[config.mk]
export PLATFORM = sky130hd
export DESIGN_NAME = axil_timer_flat
export DESIGN_NICKNAME = d
export VERILOG_FILES = /design/src/rtl/axil_timer_pkg.sv /design/src/rtl/axil_timer_if.sv /design/src/rtl/axil_timer_counter.sv /design/src/rtl/axil_timer.sv /design/src/flat_wrapper.sv
export SDC_FILE = /design/constraint.sdc
export NUM_CORES = 1
export LEC_CHECK = 0
export BUFFER_PORTS_ARGS = -buffer_cell sky130_fd_sc_hd__clkbuf_2
export CAP_MARGIN = 20
export CORE_MARGIN = 8
export CORE_UTILIZATION = 58
export DETAILED_ROUTE_END_ITERATION = 8
export PLACE_DENSITY_LB_ADDON = 0.12
export RECOVER_POWER = 100
export REMOVE_ABC_BUFFERS = 1
export SKIP_CTS_REPAIR_TIMING = 1
export SYNTH_ARGS = -nofsm -noshare
export SYNTH_HDL_FRONTEND = slang
export SYNTH_HIERARCHICAL = 1
export SYNTH_SLANG_ARGS = --single-unit
[constraint.sdc]
create_clock -name clk -period 3.1 [get_ports clk]
set_input_delay 0.62 -clock clk [delete_from_list [all_inputs] [get_ports clk]]
set_output_delay 0.62 -clock clk [all_outputs]
set_load 0.05 [all_outputs]
[src/rtl/axil_timer_pkg.sv]
// Shared constants, FSM state types and byte-lane helper for the AXI-lite timer.
package axil_timer_pkg;

  // Register word index (byte offset >> 2)
  localparam logic [2:0] REG_MTIME_LO    = 3'd0;
  localparam logic [2:0] REG_MTIME_HI    = 3'd1;
  localparam logic [2:0] REG_MTIMECMP_LO = 3'd2;
  localparam logic [2:0] REG_MTIMECMP_HI = 3'd3;
  localparam logic [2:0] REG_CTRL        = 3'd4;
  localparam logic [2:0] REG_PRESCALE    = 3'd5;

  localparam int unsigned CTRL_EN_BIT     = 0;
  localparam int unsigned CTRL_IRQ_EN_BIT = 1;

  localparam logic [1:0] RESP_OKAY   = 2'b00;
  localparam logic [1:0] RESP_SLVERR = 2'b10;

  localparam logic [63:0] MTIMECMP_RESET = 64'hFFFF_FFFF_FFFF_FFFF;

  typedef enum logic {WR_IDLE, WR_RESP} wr_state_t;
  typedef enum logic {RD_IDLE, RD_DATA} rd_state_t;

  function automatic logic [31:0] apply_strb(input logic [31:0] old_val,
                                             input logic [31:0] wdata,
                                             input logic [3:0]  strb);
    logic [31:0] r;
    r = old_val;
    for (int unsigned i = 0; i < 4; i++) begin
      if (strb[i]) r[8*i +: 8] = wdata[8*i +: 8];
    end
    return r;
  endfunction

endpackage

[src/rtl/axil_timer_if.sv]
// AXI-lite slave bus bundle used by axil_timer.
interface axil_timer_if #(
  parameter int unsigned ADDR_WIDTH = 32
);
  logic [ADDR_WIDTH-1:0] awaddr;
  logic [2:0]            awprot;
  logic                  awvalid;
  logic                  awready;
  logic [31:0]           wdata;
  logic [3:0]            wstrb;
  logic                  wvalid;
  logic                  wready;
  logic [1:0]            bresp;
  logic                  bvalid;
  logic                  bready;
  logic [ADDR_WIDTH-1:0] araddr;
  logic [2:0]            arprot;
  logic                  arvalid;
  logic                  arready;
  logic [31:0]           rdata;
  logic [1:0]            rresp;
  logic                  rvalid;
  logic                  rready;

  modport slave (
    input  awaddr, awprot, awvalid, wdata, wstrb, wvalid, bready,
           araddr, arprot, arvalid, rready,
    output awready, wready, bresp, bvalid, arready, rdata, rresp, rvalid
  );

  modport master (
    output awaddr, awprot, awvalid, wdata, wstrb, wvalid, bready,
           araddr, arprot, arvalid, rready,
    input  awready, wready, bresp, bvalid, arready, rdata, rresp, rvalid
  );
endinterface

[src/rtl/axil_timer_counter.sv]
// mtime counter, optional prescaler (AXIL_TIMER_PRESCALER_EN), compare and irq register.
module axil_timer_counter
  import axil_timer_pkg::*;
#(
  parameter int unsigned TIMER_WIDTH = 64
) (
  input  logic                   clk,
  input  logic                   rst,
  input  logic                   en,
  input  logic                   irq_en,
  input  logic [TIMER_WIDTH-1:0] mtimecmp,
  input  logic [31:0]            wdata,
  input  logic [3:0]             wstrb,
  input  logic                   mtime_lo_we,
  input  logic                   mtime_hi_we,
`ifdef AXIL_TIMER_PRESCALER_EN
  input  logic                   prescale_we,
  output logic [15:0]            prescale,
`endif
  output logic [TIMER_WIDTH-1:0] mtime,
  output logic                   irq
);

  logic                   tick;
  logic [TIMER_WIDTH-1:0] mtime_d;

`ifdef AXIL_TIMER_PRESCALER_EN
  logic [15:0] pcnt_q;
  logic [15:0] prescale_wr;
  logic [15:0] prescale_hi_unused;

  assign {prescale_hi_unused, prescale_wr} = apply_strb({16'h0, prescale}, wdata, wstrb);
  assign tick = en && (pcnt_q == prescale);

  always_ff @(posedge clk) begin
    if (rst) begin
      prescale <= '0;
      pcnt_q   <= '0;
    end else if (prescale_we) begin
      prescale <= prescale_wr;
      pcnt_q   <= '0;
    end else if (en) begin
      pcnt_q <= tick ? '0 : pcnt_q + 16'd1;
    end
  end
`else
  assign tick = en;
`endif

  // A software write freezes the whole counter for that cycle: the written
  // half takes the new bytes, everything else holds its pre-increment value.
  always_comb begin
    mtime_d = tick ? mtime + TIMER_WIDTH'(1) : mtime;
    if (mtime_lo_we || mtime_hi_we) mtime_d = mtime;
    if (mtime_lo_we) mtime_d[31:0] = apply_strb(mtime[31:0], wdata, wstrb);
    if (mtime_hi_we) mtime_d[TIMER_WIDTH-1:32] = apply_strb(mtime[TIMER_WIDTH-1:32], wdata, wstrb);
  end

  always_ff @(posedge clk) begin
    if (rst) begin
      mtime <= '0;
      irq   <= 1'b0;
    end else begin
      mtime <= mtime_d;
      irq   <= irq_en && (mtime >= mtimecmp);
    end
  end

endmodule

[src/rtl/axil_timer.sv]
// AXI-lite machine timer: bus FSMs and register decode; optional PRESCALE
// register at 0x14 enabled by AXIL_TIMER_PRESCALER_EN.
module axil_timer
  import axil_timer_pkg::*;
#(
  parameter int unsigned ADDR_WIDTH  = 32,
  parameter int unsigned TIMER_WIDTH = 64
) (
  input  logic          clk,
  input  logic          rst,
  axil_timer_if.slave   s_axilite,
  output logic          irq
);

  wr_state_t wr_state, wr_next;
  rd_state_t rd_state, rd_next;

  logic                   wr_fire, rd_fire;
  logic                   wr_mapped, rd_mapped;
  logic [2:0]             wr_idx, rd_idx;
  logic [31:0]            rd_val;
  logic [1:0]             bresp_q, rresp_q;
  logic [31:0]            rdata_q;
  logic                   ctrl_en, ctrl_irq_en;
  logic [TIMER_WIDTH-1:0] mtimecmp, mtime;
  logic                   mtime_lo_we, mtime_hi_we, cmp_lo_we, cmp_hi_we, ctrl_we;
`ifdef AXIL_TIMER_PRESCALER_EN
  logic                   prescale_we;
  logic [15:0]            prescale;
`endif

  logic unused_bus;
  assign unused_bus = ^{s_axilite.awprot, s_axilite.arprot,
                        s_axilite.awaddr[ADDR_WIDTH-1:5], s_axilite.awaddr[1:0],
                        s_axilite.araddr[ADDR_WIDTH-1:5], s_axilite.araddr[1:0]};

  assign wr_idx = s_axilite.awaddr[4:2];
  assign rd_idx = s_axilite.araddr[4:2];

  always_ff @(posedge clk) begin
    if (rst) begin
      wr_state <= WR_IDLE;
      rd_state <= RD_IDLE;
    end else begin
      wr_state <= wr_next;
      rd_state <= rd_next;
    end
  end

  always_comb begin
    wr_next = wr_state;
    wr_fire = 1'b0;
    unique case (wr_state)
      WR_IDLE: begin
        wr_fire = !rst && s_axilite.awvalid && s_axilite.wvalid;
        if (wr_fire) wr_next = WR_RESP;
      end
      WR_RESP: if (s_axilite.bready) wr_next = WR_IDLE;
      default: wr_next = WR_IDLE;
    endcase
  end

  always_comb begin
    rd_next = rd_state;
    rd_fire = 1'b0;
    unique case (rd_state)
      RD_IDLE: begin
        rd_fire = !rst && s_axilite.arvalid;
        if (rd_fire) rd_next = RD_DATA;
      end
      RD_DATA: if (s_axilite.rready) rd_next = RD_IDLE;
      default: rd_next = RD_IDLE;
    endcase
  end

  assign s_axilite.awready = wr_fire;
  assign s_axilite.wready  = wr_fire;
  assign s_axilite.bvalid  = (wr_state == WR_RESP);
  assign s_axilite.bresp   = bresp_q;
  assign s_axilite.arready = rd_fire;
  assign s_axilite.rvalid  = (rd_state == RD_DATA);
  assign s_axilite.rresp   = rresp_q;
  assign s_axilite.rdata   = rdata_q;

  always_comb begin
    wr_mapped = (wr_idx <= REG_CTRL);
`ifdef AXIL_TIMER_PRESCALER_EN
    if (wr_idx == REG_PRESCALE) wr_mapped = 1'b1;
`endif
  end

  assign mtime_lo_we = wr_fire && (wr_idx == REG_MTIME_LO);
  assign mtime_hi_we = wr_fire && (wr_idx == REG_MTIME_HI);
  assign cmp_lo_we   = wr_fire && (wr_idx == REG_MTIMECMP_LO);
  assign cmp_hi_we   = wr_fire && (wr_idx == REG_MTIMECMP_HI);
  assign ctrl_we     = wr_fire && (wr_idx == REG_CTRL) && s_axilite.wstrb[0];
`ifdef AXIL_TIMER_PRESCALER_EN
  assign prescale_we = wr_fire && (wr_idx == REG_PRESCALE);
`endif

  always_ff @(posedge clk) begin
    if (rst) begin
      mtimecmp    <= MTIMECMP_RESET;
      ctrl_en     <= 1'b0;
      ctrl_irq_en <= 1'b0;
      bresp_q     <= '0;
    end else begin
      if (cmp_lo_we)
        mtimecmp[31:0] <= apply_strb(mtimecmp[31:0], s_axilite.wdata, s_axilite.wstrb);
      if (cmp_hi_we)
        mtimecmp[TIMER_WIDTH-1:32] <= apply_strb(mtimecmp[TIMER_WIDTH-1:32],
                                                 s_axilite.wdata, s_axilite.wstrb);
      if (ctrl_we) begin
        ctrl_en     <= s_axilite.wdata[CTRL_EN_BIT];
        ctrl_irq_en <= s_axilite.wdata[CTRL_IRQ_EN_BIT];
      end
      if (wr_fire) bresp_q <= wr_mapped ? RESP_OKAY : RESP_SLVERR;
    end
  end

  always_comb begin
    rd_val    = '0;
    rd_mapped = 1'b1;
    case (rd_idx)
      REG_MTIME_LO:    rd_val = mtime[31:0];
      REG_MTIME_HI:    rd_val = mtime[TIMER_WIDTH-1:32];
      REG_MTIMECMP_LO: rd_val = mtimecmp[31:0];
      REG_MTIMECMP_HI: rd_val = mtimecmp[TIMER_WIDTH-1:32];
      REG_CTRL:        rd_val = {30'h0, ctrl_irq_en, ctrl_en};
`ifdef AXIL_TIMER_PRESCALER_EN
      REG_PRESCALE:    rd_val = {16'h0, prescale};
`endif
      default:         rd_mapped = 1'b0;
    endcase
  end

  // Read data is captured from the current register values, so a write
  // accepted on the same edge is not visible in this response.
  always_ff @(posedge clk) begin
    if (rst) begin
      rdata_q <= '0;
      rresp_q <= '0;
    end else if (rd_fire) begin
      rdata_q <= rd_val;
      rresp_q <= rd_mapped ? RESP_OKAY : RESP_SLVERR;
    end
  end

  axil_timer_counter #(
    .TIMER_WIDTH(TIMER_WIDTH)
  ) u_counter (
    .clk         (clk),
    .rst         (rst),
    .en          (ctrl_en),
    .irq_en      (ctrl_irq_en),
    .mtimecmp    (mtimecmp),
    .wdata       (s_axilite.wdata),
    .wstrb       (s_axilite.wstrb),
    .mtime_lo_we (mtime_lo_we),
    .mtime_hi_we (mtime_hi_we),
`ifdef AXIL_TIMER_PRESCALER_EN
    .prescale_we (prescale_we),
    .prescale    (prescale),
`endif
    .mtime       (mtime),
    .irq         (irq)
  );

endmodule

[src/flat_wrapper.sv]
// flat-port wrapper written by rule: the top's interface ports become plain ports
module axil_timer_flat import axil_timer_pkg::*;
#(
  parameter int unsigned ADDR_WIDTH  = 32,
  parameter int unsigned TIMER_WIDTH = 64
)
  (clk, rst, irq, s_axilite_awaddr, s_axilite_awprot, s_axilite_awvalid, s_axilite_wdata, s_axilite_wstrb, s_axilite_wvalid, s_axilite_bready, s_axilite_araddr, s_axilite_arprot, s_axilite_arvalid, s_axilite_rready, s_axilite_awready, s_axilite_wready, s_axilite_bresp, s_axilite_bvalid, s_axilite_arready, s_axilite_rdata, s_axilite_rresp, s_axilite_rvalid);
  axil_timer_if #(.ADDR_WIDTH(ADDR_WIDTH)) s_axilite_i ();
  input  logic clk;
  input  logic rst;
  output logic irq;
  input wire logic [$bits(s_axilite_i.awaddr)-1:0] s_axilite_awaddr;
  input wire logic [$bits(s_axilite_i.awprot)-1:0] s_axilite_awprot;
  input wire logic [$bits(s_axilite_i.awvalid)-1:0] s_axilite_awvalid;
  input wire logic [$bits(s_axilite_i.wdata)-1:0] s_axilite_wdata;
  input wire logic [$bits(s_axilite_i.wstrb)-1:0] s_axilite_wstrb;
  input wire logic [$bits(s_axilite_i.wvalid)-1:0] s_axilite_wvalid;
  input wire logic [$bits(s_axilite_i.bready)-1:0] s_axilite_bready;
  input wire logic [$bits(s_axilite_i.araddr)-1:0] s_axilite_araddr;
  input wire logic [$bits(s_axilite_i.arprot)-1:0] s_axilite_arprot;
  input wire logic [$bits(s_axilite_i.arvalid)-1:0] s_axilite_arvalid;
  input wire logic [$bits(s_axilite_i.rready)-1:0] s_axilite_rready;
  output wire logic [$bits(s_axilite_i.awready)-1:0] s_axilite_awready;
  output wire logic [$bits(s_axilite_i.wready)-1:0] s_axilite_wready;
  output wire logic [$bits(s_axilite_i.bresp)-1:0] s_axilite_bresp;
  output wire logic [$bits(s_axilite_i.bvalid)-1:0] s_axilite_bvalid;
  output wire logic [$bits(s_axilite_i.arready)-1:0] s_axilite_arready;
  output wire logic [$bits(s_axilite_i.rdata)-1:0] s_axilite_rdata;
  output wire logic [$bits(s_axilite_i.rresp)-1:0] s_axilite_rresp;
  output wire logic [$bits(s_axilite_i.rvalid)-1:0] s_axilite_rvalid;
  assign s_axilite_i.awaddr = s_axilite_awaddr;
  assign s_axilite_i.awprot = s_axilite_awprot;
  assign s_axilite_i.awvalid = s_axilite_awvalid;
  assign s_axilite_i.wdata = s_axilite_wdata;
  assign s_axilite_i.wstrb = s_axilite_wstrb;
  assign s_axilite_i.wvalid = s_axilite_wvalid;
  assign s_axilite_i.bready = s_axilite_bready;
  assign s_axilite_i.araddr = s_axilite_araddr;
  assign s_axilite_i.arprot = s_axilite_arprot;
  assign s_axilite_i.arvalid = s_axilite_arvalid;
  assign s_axilite_i.rready = s_axilite_rready;
  assign s_axilite_awready = s_axilite_i.awready;
  assign s_axilite_wready = s_axilite_i.wready;
  assign s_axilite_bresp = s_axilite_i.bresp;
  assign s_axilite_bvalid = s_axilite_i.bvalid;
  assign s_axilite_arready = s_axilite_i.arready;
  assign s_axilite_rdata = s_axilite_i.rdata;
  assign s_axilite_rresp = s_axilite_i.rresp;
  assign s_axilite_rvalid = s_axilite_i.rvalid;
  axil_timer #(.ADDR_WIDTH(ADDR_WIDTH), .TIMER_WIDTH(TIMER_WIDTH)) u_core (.clk(clk), .rst(rst), .s_axilite(s_axilite_i), .irq(irq));
endmodule
==> results by stage <==
CTS:
- The CTS tree is yes.
- Clock latency on the worst-skew pair, taken at its later pin, is 440 ps.
- Clock tree synthesis inserted a total of 17 buffers.
- The longest clock path from root to sink contains 2 buffers.
- After clock tree synthesis, the clock-pin slew on the worst setup and hold paths is 70 ps.
- The root buffer cell is sky130_fd_sc_hd__clkbuf_16.
- The number of H-tree levels is 4.
- The sink count of the clock tree is 167.

Yosys:
- After synthesis, the share of cell area in mux cells is 7.570%.
- Averaged over all synthesized cells, the footprint is 7.835 um^2.
- The post-synthesis cell type count is 76.
- The register area share after synthesis is 32.06%.
- Counting flops with a built-in enable in the synthesized netlist gives 0.
- By area, the combinational part of the netlist is dominated by simple AND/OR/NAND/NOR gates.
- For this run, the leading register cell type out of synthesis is sky130_fd_sc_hd__dfxtp_1.
- The share of synthesized registers carrying an async set or reset is 0%.
- Ranked by total cell area, the synthesized netlist is headed by sky130_fd_sc_hd__dfxtp_1 32%, sky130_fd_sc_hd__ha_1 7.8%, sky130_fd_sc_hd__mux2i_1 6.8%, sky130_fd_sc_hd__a21oi_1 6.6%, sky130_fd_sc_hd__nor2_1 5.7%.
- The largest total area in the synthesized netlist belongs to sky130_fd_sc_hd__dfxtp_1.
- The compound-cell area share of the yosys netlist is 22.38%.
- The cell area after technology mapping is 0.01043 mm^2.
- The synthesized netlist devotes 0.08398% of its cell area to XOR and XNOR gates.
- The share of Yosys cell area claimed by the top area cell type is 32.06%.
- The synthesized netlist cell count is 1331.
- Of the total synthesized cell area, the portion taken by AND, OR, NAND and NOR gates is 22.78%.
- Of the total synthesized cell area, the portion taken by full adders, half adders and majority gates is 7.798%.
- The Yosys step of the flow raised 6 warnings.
- The total of flip-flops plus latches after synthesis is 167.

Finish:
- In the final layout, the multi-input gates occupy 0.006304 mm^2.
- Once layout is complete, the cells apart from fillers number 1663.
- After routing the design area is 0.01169 mm^2.
- The diode insertion count for antenna repair is 0.
- The number of nets at the end of the flow is 1600.
- The fraction of final layout cells sized beyond drive strength 1 is 10.88%.
- After filler insertion, the fill cell instance count of the layout stands at 1619.
- The area growth from synthesis to final layout is 12.07%.
- For this run, the share of the core covered by cells in the final layout is 65.74%.
- The register cell area after layout is 0.003343 mm^2.

Power:
- Across the VDD grid, the largest voltage drop is 0.4388 mV.
- The power per cell area is 410.4 mW/mm^2.
- The total power consumption of the routed design is 0.004796 W.
- The leakage power is 5.266 nW.

Die:
- The horizontal die dimension is 150.1 um.
- The die covers 0.02253 mm^2.
- The effective utilization at floorplan is 58.66%.
- In this run the core area contains 49 standard-cell rows.
- The height of the chip is 150.1 um.
- The number of ports placed on the die boundary is 155.
- The floorplan step defined a core boundary enclosing 0.01778 mm^2.

Detailed routing:
- The total wire length after detailed routing is 33680 um.
- The detailed-route wire length per cell is 20.25 um.
- The post-detailed-route count of antenna-violating nets is 0.
- The detailed router finished its first iteration with 1164 violations.
- The number of iterations in the first detailed-routing pass is 6.
- The routed layout has 10.70k vias.
- After detailed routing, the number of remaining DRC violations is 0.
- The via density per instance is 6.432.

Place:
- The total placed cells including tap cells is 1632.
- The placed cell area is 0.01129 mm^2.
- The number of port buffers is 88.
- The HPWL after detailed placement is 23800 um.
- The weighted congestion reported at the end of routability-driven placement is 0.9479.

Global route:
- The wire length of the first global-routing pass is 52760 um.
- The number of global-route vias before repair is 9946.
- Entering global routing, the biggest net connects 147 pins.
- For this run, the total global-route usage over all layers was measured as 29.43%.
- Global routing finished with a remaining overflow of 0.
- The number of antenna violations at the first check in global routing came to 0.

STA:
- The number of max-slew violations in the final report is 0.
- Subtracting the final worst setup slack from the clock period gives 2988 ps.
- The post-route clock period utilization is 96.39%.
- The final-report hold violation count is 0.
- On the final layout, the worst clock skew is 14.25 ps.
- Derived from the worst setup path, the maximum achievable clock frequency is 334.7 MHz.
- The worst-case hold slack is 446.6 ps.
- Headroom to the max-slew limit came out at 23.12%.
- Setup violations remaining at the end of the flow were counted as 0.
- For the pin with the worst max-slew slack, the measured transition is 1153 ps.
- Setup repair after global routing left no endpoint under its margin.

Critical path:
- STA classifies the critical path startpoint as an input port.
- In this run the worst path has a maximum fanout of 15.
- At the worst endpoint, the required time is 3400 ps.
- STA classifies the critical path endpoint as a flop.
- The worst setup path is of the in -> reg kind.
- Data on the critical path arrives at its endpoint at 3280 ps.

Job:
- The max-cap check violation count is 0.

Outcome:
- The flow ran to the end, and the final reports show no timing, DRC or antenna violations.

Min path:
- The path class of the tightest hold or removal check is in -> reg.
-- cell type report --
type                    instances  share of cell area [%]
inverters                      84                   2.698
clock inverters                12                   1.028
well taps                     229                   2.452
flip-flops and latches        167                   28.61
clock buffers                  19                   3.790
repair buffers                153                   7.494
multi-input cells             999                   53.93
-- critical path: stages --
cell and delay [ps]:
sky130_fd_sc_hd__clkbuf_1 170, sky130_fd_sc_hd__nand4bb_1 340, sky130_fd_sc_hd__nor4b_1 610, sky130_fd_sc_hd__or3b_1 720, sky130_fd_sc_hd__clkbuf_1 270, sky130_fd_sc_hd__nand2_1 250
sky130_fd_sc_hd__a22oi_1 240, sky130_fd_sc_hd__nor2_1 60
-- registers in the layout, indices dropped and copies added (netlist names) --
name                     cells
u_core/s_axilite.rdata      32
u_core/u_counter/mtime      64
u_core/s_axilite.rvalid      1
u_core/s_axilite.bvalid      1
u_core/s_axilite.rresp       1
u_core/ctrl_irq_en           1
u_core/s_axilite.bresp       1
u_core/ctrl_en               1
u_core/u_counter/irq         1
u_core/mtimecmp             64
-- metal layers --
layer  up-vias  share of wire (%)  track usage (%)  routed length (um)
met3        92                8.2            3.727                2754
met2       549                 46            47.50               15450
met5         -                  0                0                   0
li1       5039                  -                -                   -
met1      5016                 42            38.20               14000
met4         0                4.4            14.64                1479
-- placed cells by master, fill, tap and decap left out, types with 8 or more instances in the layout --
| cell | n |
|---|---|
| sky130_fd_sc_hd__inv_1 | 84 |
| sky130_fd_sc_hd__clkbuf_16 | 17 |
| sky130_fd_sc_hd__clkbuf_2 | 48 |
| sky130_fd_sc_hd__o21ai_0 | 54 |
| sky130_fd_sc_hd__ha_1 | 65 |
| sky130_fd_sc_hd__nor2_1 | 158 |
| sky130_fd_sc_hd__a22o_1 | 30 |
| sky130_fd_sc_hd__a211oi_1 | 9 |
| sky130_fd_sc_hd__buf_4 | 47 |
| sky130_fd_sc_hd__nand3_1 | 42 |
| sky130_fd_sc_hd__a21o_1 | 10 |
| sky130_fd_sc_hd__nor4_1 | 18 |
| sky130_fd_sc_hd__and3_1 | 20 |
| sky130_fd_sc_hd__a21oi_1 | 137 |
| sky130_fd_sc_hd__nor3_1 | 54 |
| sky130_fd_sc_hd__nand4_1 | 25 |
| sky130_fd_sc_hd__mux2i_1 | 71 |
| sky130_fd_sc_hd__clkbuf_1 | 55 |
| sky130_fd_sc_hd__a31oi_1 | 18 |
| sky130_fd_sc_hd__nand2_1 | 105 |
| sky130_fd_sc_hd__o22ai_1 | 39 |
| sky130_fd_sc_hd__dfxtp_1 | 167 |
| sky130_fd_sc_hd__a22oi_1 | 11 |
| sky130_fd_sc_hd__nand2b_1 | 8 |
| sky130_fd_sc_hd__o31ai_1 | 13 |
-- power by group --
group | internal (W) | switching, W | leakage [nW]
sequential | 0.00219 | 0.0000470 | 1.35
combinational | 0.000161 | 0.000336 | 3.66
clock | 0.00113 | 0.000933 | 0.259
-- cell usage after synthesis, types with 25 or more instances --
cell,count
sky130_fd_sc_hd__dfxtp_1,167
sky130_fd_sc_hd__nor2_1,159
sky130_fd_sc_hd__a21oi_1,137
sky130_fd_sc_hd__nand2_1,105
sky130_fd_sc_hd__inv_1,83
sky130_fd_sc_hd__mux2i_1,71
sky130_fd_sc_hd__ha_1,65
sky130_fd_sc_hd__o21ai_0,54
sky130_fd_sc_hd__nor3_1,52
sky130_fd_sc_hd__nand3_1,42
sky130_fd_sc_hd__clkbuf_1,40
sky130_fd_sc_hd__o22ai_1,39
sky130_fd_sc_hd__a22o_1,30
sky130_fd_sc_hd__buf_2,25
sky130_fd_sc_hd__nand4_1,25
-- worst paths after layout --
kind                            depth (start not counted)                       from                          to  slack, ps
worst min-delay path                                    3           s_axilite_rready     u_core/s_axilite.rvalid        450
worst max-delay path                                    8                        rst   u_core/u_counter/mtime[8]        110
worst max register to register                          8  u_core/u_counter/mtime[0]  u_core/u_counter/mtime[53]        140
worst min register to register                          2  u_core/s_axilite.rdata[0]   u_core/s_axilite.rdata[0]        460
-- logic make-up (layout without fill, tap and decap cells) --
logic type | count (synthesis) | in the layout
flip-flops | 167 | 167
multiplexers | 77 | 77
other | 1 | 2
buffers and inverters | 166 | 268
AND/OR/NAND/NOR | 485 | 485
XOR/XNOR | 1 | 1
adder cells (fa/ha/maj) | 65 | 65
AO/OA/AOI/OAI | 369 | 369
-- per-stage QoR --
stage                     TNS (ps)  setup WS [ps]
after floorplan            -382960          -6666
after global placement           0          298.6
after detailed placement         0          264.4
after CTS                        0          317.5
after global routing             0          25.84
final                            0          111.8
No activity file was read; power rests on OpenSTA's default activity.
